<file path="config.mk">
export PLATFORM = sky130hd
export DESIGN_NAME = fetch_buffer
export DESIGN_NICKNAME = d
export VERILOG_FILES = /design/src/rtl/fetch_buffer.sv
export SDC_FILE = /design/constraint.sdc
export NUM_CORES = 1
export LEC_CHECK = 0
export CORE_ASPECT_RATIO = 0.5
export CORE_MARGIN = 5
export CORE_UTILIZATION = 51
export DETAILED_ROUTE_END_ITERATION = 10
export PLACE_DENSITY = 0.77
export SLEW_MARGIN = 20
export SYNTH_ARGS = -nofsm -noshare
export SYNTH_HDL_FRONTEND = slang
export SYNTH_SLANG_ARGS = --single-unit
</file>
<file path="constraint.sdc">
create_clock -name clk -period 10.9 [get_ports clk]
set_clock_uncertainty 0.2 [all_clocks]
set_input_delay 2.18 -clock clk [delete_from_list [all_inputs] [get_ports clk]]
set_output_delay 2.18 -clock clk [all_outputs]
set_load 0.02 [all_outputs]
</file>
<file path="src/rtl/fetch_buffer.sv">
// rtl/fetch_buffer.sv - in-order instruction fetch with tag FIFO, credit-limited requests and decode queue
// Optional same-cycle response bypass to decode when FETCH_BYPASS_EN is defined.
module fetch_buffer #(
  parameter int DEPTH           = 4,
  parameter int MAX_OUTSTANDING = 2
) (
  input  logic        clk,
  input  logic        reset,
  input  logic [31:0] currPC,
  output logic        halt,
  input  logic        flush,
  output logic        imem_req_valid,
  input  logic        imem_req_ready,
  output logic [31:0] imem_req_addr,
  input  logic        imem_resp_valid,
  input  logic [31:0] imem_resp_data,
  output logic        if_valid,
  input  logic        if_ready,
  output logic [31:0] if_instr,
  output logic [31:0] if_pc
);

  localparam int QPW = $clog2(DEPTH);
  localparam int QCW = QPW + 1;
  localparam int TPW = (MAX_OUTSTANDING > 1) ? $clog2(MAX_OUTSTANDING) : 1;
  localparam int OCW = $clog2(MAX_OUTSTANDING) + 1;
  localparam int SW  = ((QCW > OCW) ? QCW : OCW) + 1;

  // decode queue
  logic [31:0]          q_instr_q [DEPTH];
  logic [31:0]          q_instr_d [DEPTH];
  logic [31:0]          q_pc_q    [DEPTH];
  logic [31:0]          q_pc_d    [DEPTH];
  logic [QPW-1:0]       q_head_q, q_head_d;
  logic [QPW-1:0]       q_tail_q, q_tail_d;
  logic [QCW-1:0]       q_cnt_q, q_cnt_d;

  // in-flight tag FIFO
  logic [31:0]          tag_pc_q [MAX_OUTSTANDING];
  logic [31:0]          tag_pc_d [MAX_OUTSTANDING];
  logic [MAX_OUTSTANDING-1:0] tag_live_q, tag_live_d;
  logic [TPW-1:0]       tag_wr_q, tag_wr_d;
  logic [TPW-1:0]       tag_rd_q, tag_rd_d;
  logic [OCW-1:0]       out_cnt_q, out_cnt_d;

  logic [SW-1:0] credit_sum;
  logic          credit_ok;
  logic          req_fire;
  logic          resp_take;
  logic          resp_live;
  logic          q_nonempty;
  logic          bypass;
  logic          q_push;
  logic          q_pop;

  // request issue, PC control and decode-side presentation
  always_comb begin
    credit_sum     = SW'(q_cnt_q) + SW'(out_cnt_q);
    credit_ok      = credit_sum < SW'(DEPTH);
    imem_req_valid = !reset && !flush && credit_ok && (out_cnt_q < OCW'(MAX_OUTSTANDING));
    imem_req_addr  = currPC;
    req_fire       = imem_req_valid && imem_req_ready;
    halt           = reset || (!flush && !req_fire);

    // responses with nothing outstanding are ignored; stale tags are dropped
    resp_take  = !reset && imem_resp_valid && (out_cnt_q != '0);
    resp_live  = resp_take && tag_live_q[tag_rd_q] && !flush;
    q_nonempty = (q_cnt_q != '0);
`ifdef FETCH_BYPASS_EN
    bypass     = resp_live && !q_nonempty;
`else
    bypass     = 1'b0;
`endif
    if_valid = q_nonempty || bypass;
    if_instr = bypass ? imem_resp_data : q_instr_q[q_head_q];
    if_pc    = bypass ? tag_pc_q[tag_rd_q] : q_pc_q[q_head_q];
    q_pop    = q_nonempty && if_ready && !flush;
    q_push   = resp_live && !(bypass && if_ready);
  end

  // next-state for the decode queue and the tag FIFO
  always_comb begin
    q_instr_d  = q_instr_q;
    q_pc_d     = q_pc_q;
    q_head_d   = q_head_q;
    q_tail_d   = q_tail_q;
    q_cnt_d    = q_cnt_q + QCW'(q_push) - QCW'(q_pop);
    tag_pc_d   = tag_pc_q;
    tag_live_d = tag_live_q;
    tag_wr_d   = tag_wr_q;
    tag_rd_d   = tag_rd_q;
    out_cnt_d  = out_cnt_q + OCW'(req_fire) - OCW'(resp_take);

    if (q_push) begin
      q_instr_d[q_tail_q] = imem_resp_data;
      q_pc_d[q_tail_q]    = tag_pc_q[tag_rd_q];
      q_tail_d            = q_tail_q + QPW'(1);
    end
    if (q_pop) begin
      q_head_d = q_head_q + QPW'(1);
    end
    if (req_fire) begin
      tag_pc_d[tag_wr_q]   = currPC;
      tag_live_d[tag_wr_q] = 1'b1;
      tag_wr_d = (tag_wr_q == TPW'(MAX_OUTSTANDING - 1)) ? '0 : tag_wr_q + TPW'(1);
    end
    if (resp_take) begin
      tag_rd_d = (tag_rd_q == TPW'(MAX_OUTSTANDING - 1)) ? '0 : tag_rd_q + TPW'(1);
    end
    // redirect empties the queue; in-flight slots stay allocated but go stale
    if (flush) begin
      q_head_d   = '0;
      q_tail_d   = '0;
      q_cnt_d    = '0;
      tag_live_d = '0;
    end
  end

  // state registers with asynchronous reset
  always_ff @(posedge clk or posedge reset) begin
    if (reset) begin
      for (int i = 0; i < DEPTH; i++) begin
        q_instr_q[i] <= '0;
        q_pc_q[i]    <= '0;
      end
      q_head_q <= '0;
      q_tail_q <= '0;
      q_cnt_q  <= '0;
      for (int i = 0; i < MAX_OUTSTANDING; i++) begin
        tag_pc_q[i] <= '0;
      end
      tag_live_q <= '0;
      tag_wr_q   <= '0;
      tag_rd_q   <= '0;
      out_cnt_q  <= '0;
    end else begin
      q_instr_q  <= q_instr_d;
      q_pc_q     <= q_pc_d;
      q_head_q   <= q_head_d;
      q_tail_q   <= q_tail_d;
      q_cnt_q    <= q_cnt_d;
      tag_pc_q   <= tag_pc_d;
      tag_live_q <= tag_live_d;
      tag_wr_q   <= tag_wr_d;
      tag_rd_q   <= tag_rd_d;
      out_cnt_q  <= out_cnt_d;
    end
  end

  // a memory response with nothing outstanding is a protocol error
  assert property (@(posedge clk) disable iff (reset) !(imem_resp_valid && (out_cnt_q == '0)));

endmodule

</file>
==> metrics.txt <==
first-pass GRT wire length 49200 um; Congestion Overflow GR 0; Setup crit start kind input port; post_cts resized 0; critical path cell sequence clkdlybuf4s50_1 > clkinvlp_4 > o21ai_0 > clkdlybuf4s50_1; CP max stage delay 0.75 ns; Final Max Tran Viols 0; endpoints failing setup 0; final core utilization 61.9%; ant diodes 0; DP HPWL 18300 um; largest net degree at the start of global routing 216; Worst Setup SP reset; drt via density 5.48; synth unique cells 33; layout filler cell count 2052; core footprint 27900 um^2; Pwr Total 0.00358 W; CTS buffer count 30; Pwr Density 207 nW/um^2; top-count cell post-synth dfrtp_1; Synth area leaders dfrtp_1 (57%), mux2_2 (14%), mux4_2 (9.9%); Clock Latency Late Sink 0.55 ns; achievable clock frequency 0.147 GHz; H-tree depth 1; period utilization 62.6%; layout cells sized above 1 27.2%; final WL 29700 um; Area Overhead vs Synth 18.7%; Top delay family on crit path buffers and inverters; endpoint type of the worst setup path output pin; DRC viols 0; TritonCTS clock tree done; number of synthesized flops with an enable pin 0; final net count 1230; die height 129 um; Ys Warns 0; routed vias 8516; std cell rows 43; Ports 169; RSZ-0062 raised after global routing false; Clock Sinks 333; Final Hold Fails 0; Post-CTS Hold Fix Bufs 0; initial core utilization 52.2%; mapped cell area 14600 um^2; Max Cap Viol 0; Max IR drop VDD 108 uV; Most Frequent Cell on Critical Path clkdlybuf4s50_1; area fraction of the dominant cell type after synthesis 57.2%; RD Place Congestion 0.734; Syn Nets 1119; CP max FO 41; Synth Area per Inst 14.0 um^2; die area 32200 um^2; ys flop type dfrtp_1; post-synthesis instance total 1039; crit path max-delay cell type clkinvlp_4; Hold/Removal Path Class register to register; register area share after synthesis 57.2%; crit path time final 6.82 ns; status complete, no violations; Hold Crit Start q_pc_q[53]$_DFFE_PP0P_; vias in the first global route 9366; CTS root buf clkbuf_16; CP bufs+invs 3; Iteration-0 DRC Markers 500; measured slew at the worst slew-check pin 1.10 ns; Lkg Pwr 7.84 nW; CP required 8.52 ns; Max Buffers Root-to-Sink 3; post-synthesis register bit count 333; TNS Setup 0 ns; CTS clock-pin slew for the worst setup and hold paths 0.07 ns; Die X 249 um; slew margin rel. 26.7%; Yosys top cell by area dfrtp_1; critical setup path kind input port to output pin; Async SR Flop Fraction 100%; initial antenna violation count 0; top cells by instance count after synthesis dfrtp_1 (333), mux2_2 (179), nand2_1 (130); Post-CTS Setup Inserts 0; Final ANT Viol Nets 0; All-Layer GR Usage 18.6%; First-pass DRT Iterations 4; CP arrival 4.44 ns; R2R Path Start tag_rd_q$_DFFE_PP0P_; Wirelength per Cell 19.1 um; PortBufs 168
## placed cells by master, fill, tap and decap left out, types with 3 or more instances in the layout
master,netlist,final
nor2b_1,6,6
dfrtp_1,333,330
clkbuf_16,0,31
nand4_4,4,4
mux2_1,13,13
clkbuf_8,0,5
xnor2_1,5,5
bufinv_16,0,5
clkbuf_1,14,4
ha_1,9,9
buf_4,64,5
o21ai_0,129,129
mux2i_1,33,33
xor2_1,4,4
mux2_2,179,179
clkinv_2,0,3
nor2_1,9,9
clkdlybuf4s50_1,0,168
inv_1,6,5
mux4_2,64,64
clkinvlp_4,0,3
nand2_1,130,129
## where the power goes
group	switching (W)	leakage, nW	internal, W
logic	0.000421	2.80	0.000462
registers	0.000140	4.52	0.00143
clock network	0.000458	0.519	0.000672
total	0.00102	7.84	0.00256
## metal layers
layer	track usage (%)	vias to the layer above	part of all wire, %
li1	-	3890	-
met1	23.9	4456	43
met2	34.1	133	53
met3	3.07	37	3.2
met4	3.82	0	1.7
met5	0	-	0
## metrics by stage
stage	cell area, um^2	worst slack [ns]	hold WS [ns]	instances
floorplan	14600	0.157	0.243	1039
global placement	16100	4.13	0.256	1497
detailed placement	16100	4.01	0.267	1497
CTS	17200	4.00	0.282	1550
global route	17300	3.74	0.297	1553
finish	17300	4.08	0.278	1553
## worst register-to-register path: cells and delay by family (launching register included)
kind	cells	cell delay, ns
buf+inv	2	0.96
mux	2	0.81
flops	1	0.74
simple gates	1	0.45
## registers in the layout, summed over array words and instances, names as in the netlist
name        cells
tag_rd_q        1
tag_pc_q       64
q_tail_q        2
tag_live_q      2
q_instr_q     128
q_cnt_q         3
q_pc_q        128
out_cnt_q       2
tag_wr_q        1
q_head_q        2
## layout make-up
class                   instances  area [um^2]  area share, %
well taps                     382          478           2.76
flip-flops and latches        333         8340           48.2
clock inverters                13          206           1.19
multi-input cells             600         5550           32.1
inverters                       7         30.0          0.174
clock buffers                  40          860           4.97
repair buffers                178         1830           10.6
## final timing paths
check	end	slack, ns	cells after the start
setup / recovery	halt	4.08	4
hold / removal	q_pc_q[53]$_DFFE_PP0P_	0.28	2
setup reg to reg	q_instr_q[27]$_DFFE_PP0P_	7.63	5
hold reg to reg	q_pc_q[53]$_DFFE_PP0P_	0.28	2
max in group asynchronous	q_instr_q[119]$_DFFE_PP0P_	6.96	4
min in group asynchronous	tag_pc_q[30]$_DFFE_PP0P_	2.04	2
## cells by family after synthesis
family | share of synthesized area [%]
adders and majority gates | 0.911
DFF | 57.2
muxes | 27.1
AOI/OAI and AO/OA | 4.54
buffers and inverters | 4.71
and+or+nand+nor | 4.97
xor gates and xnor gates | 0.541
Power figures use the tool's default switching activity.
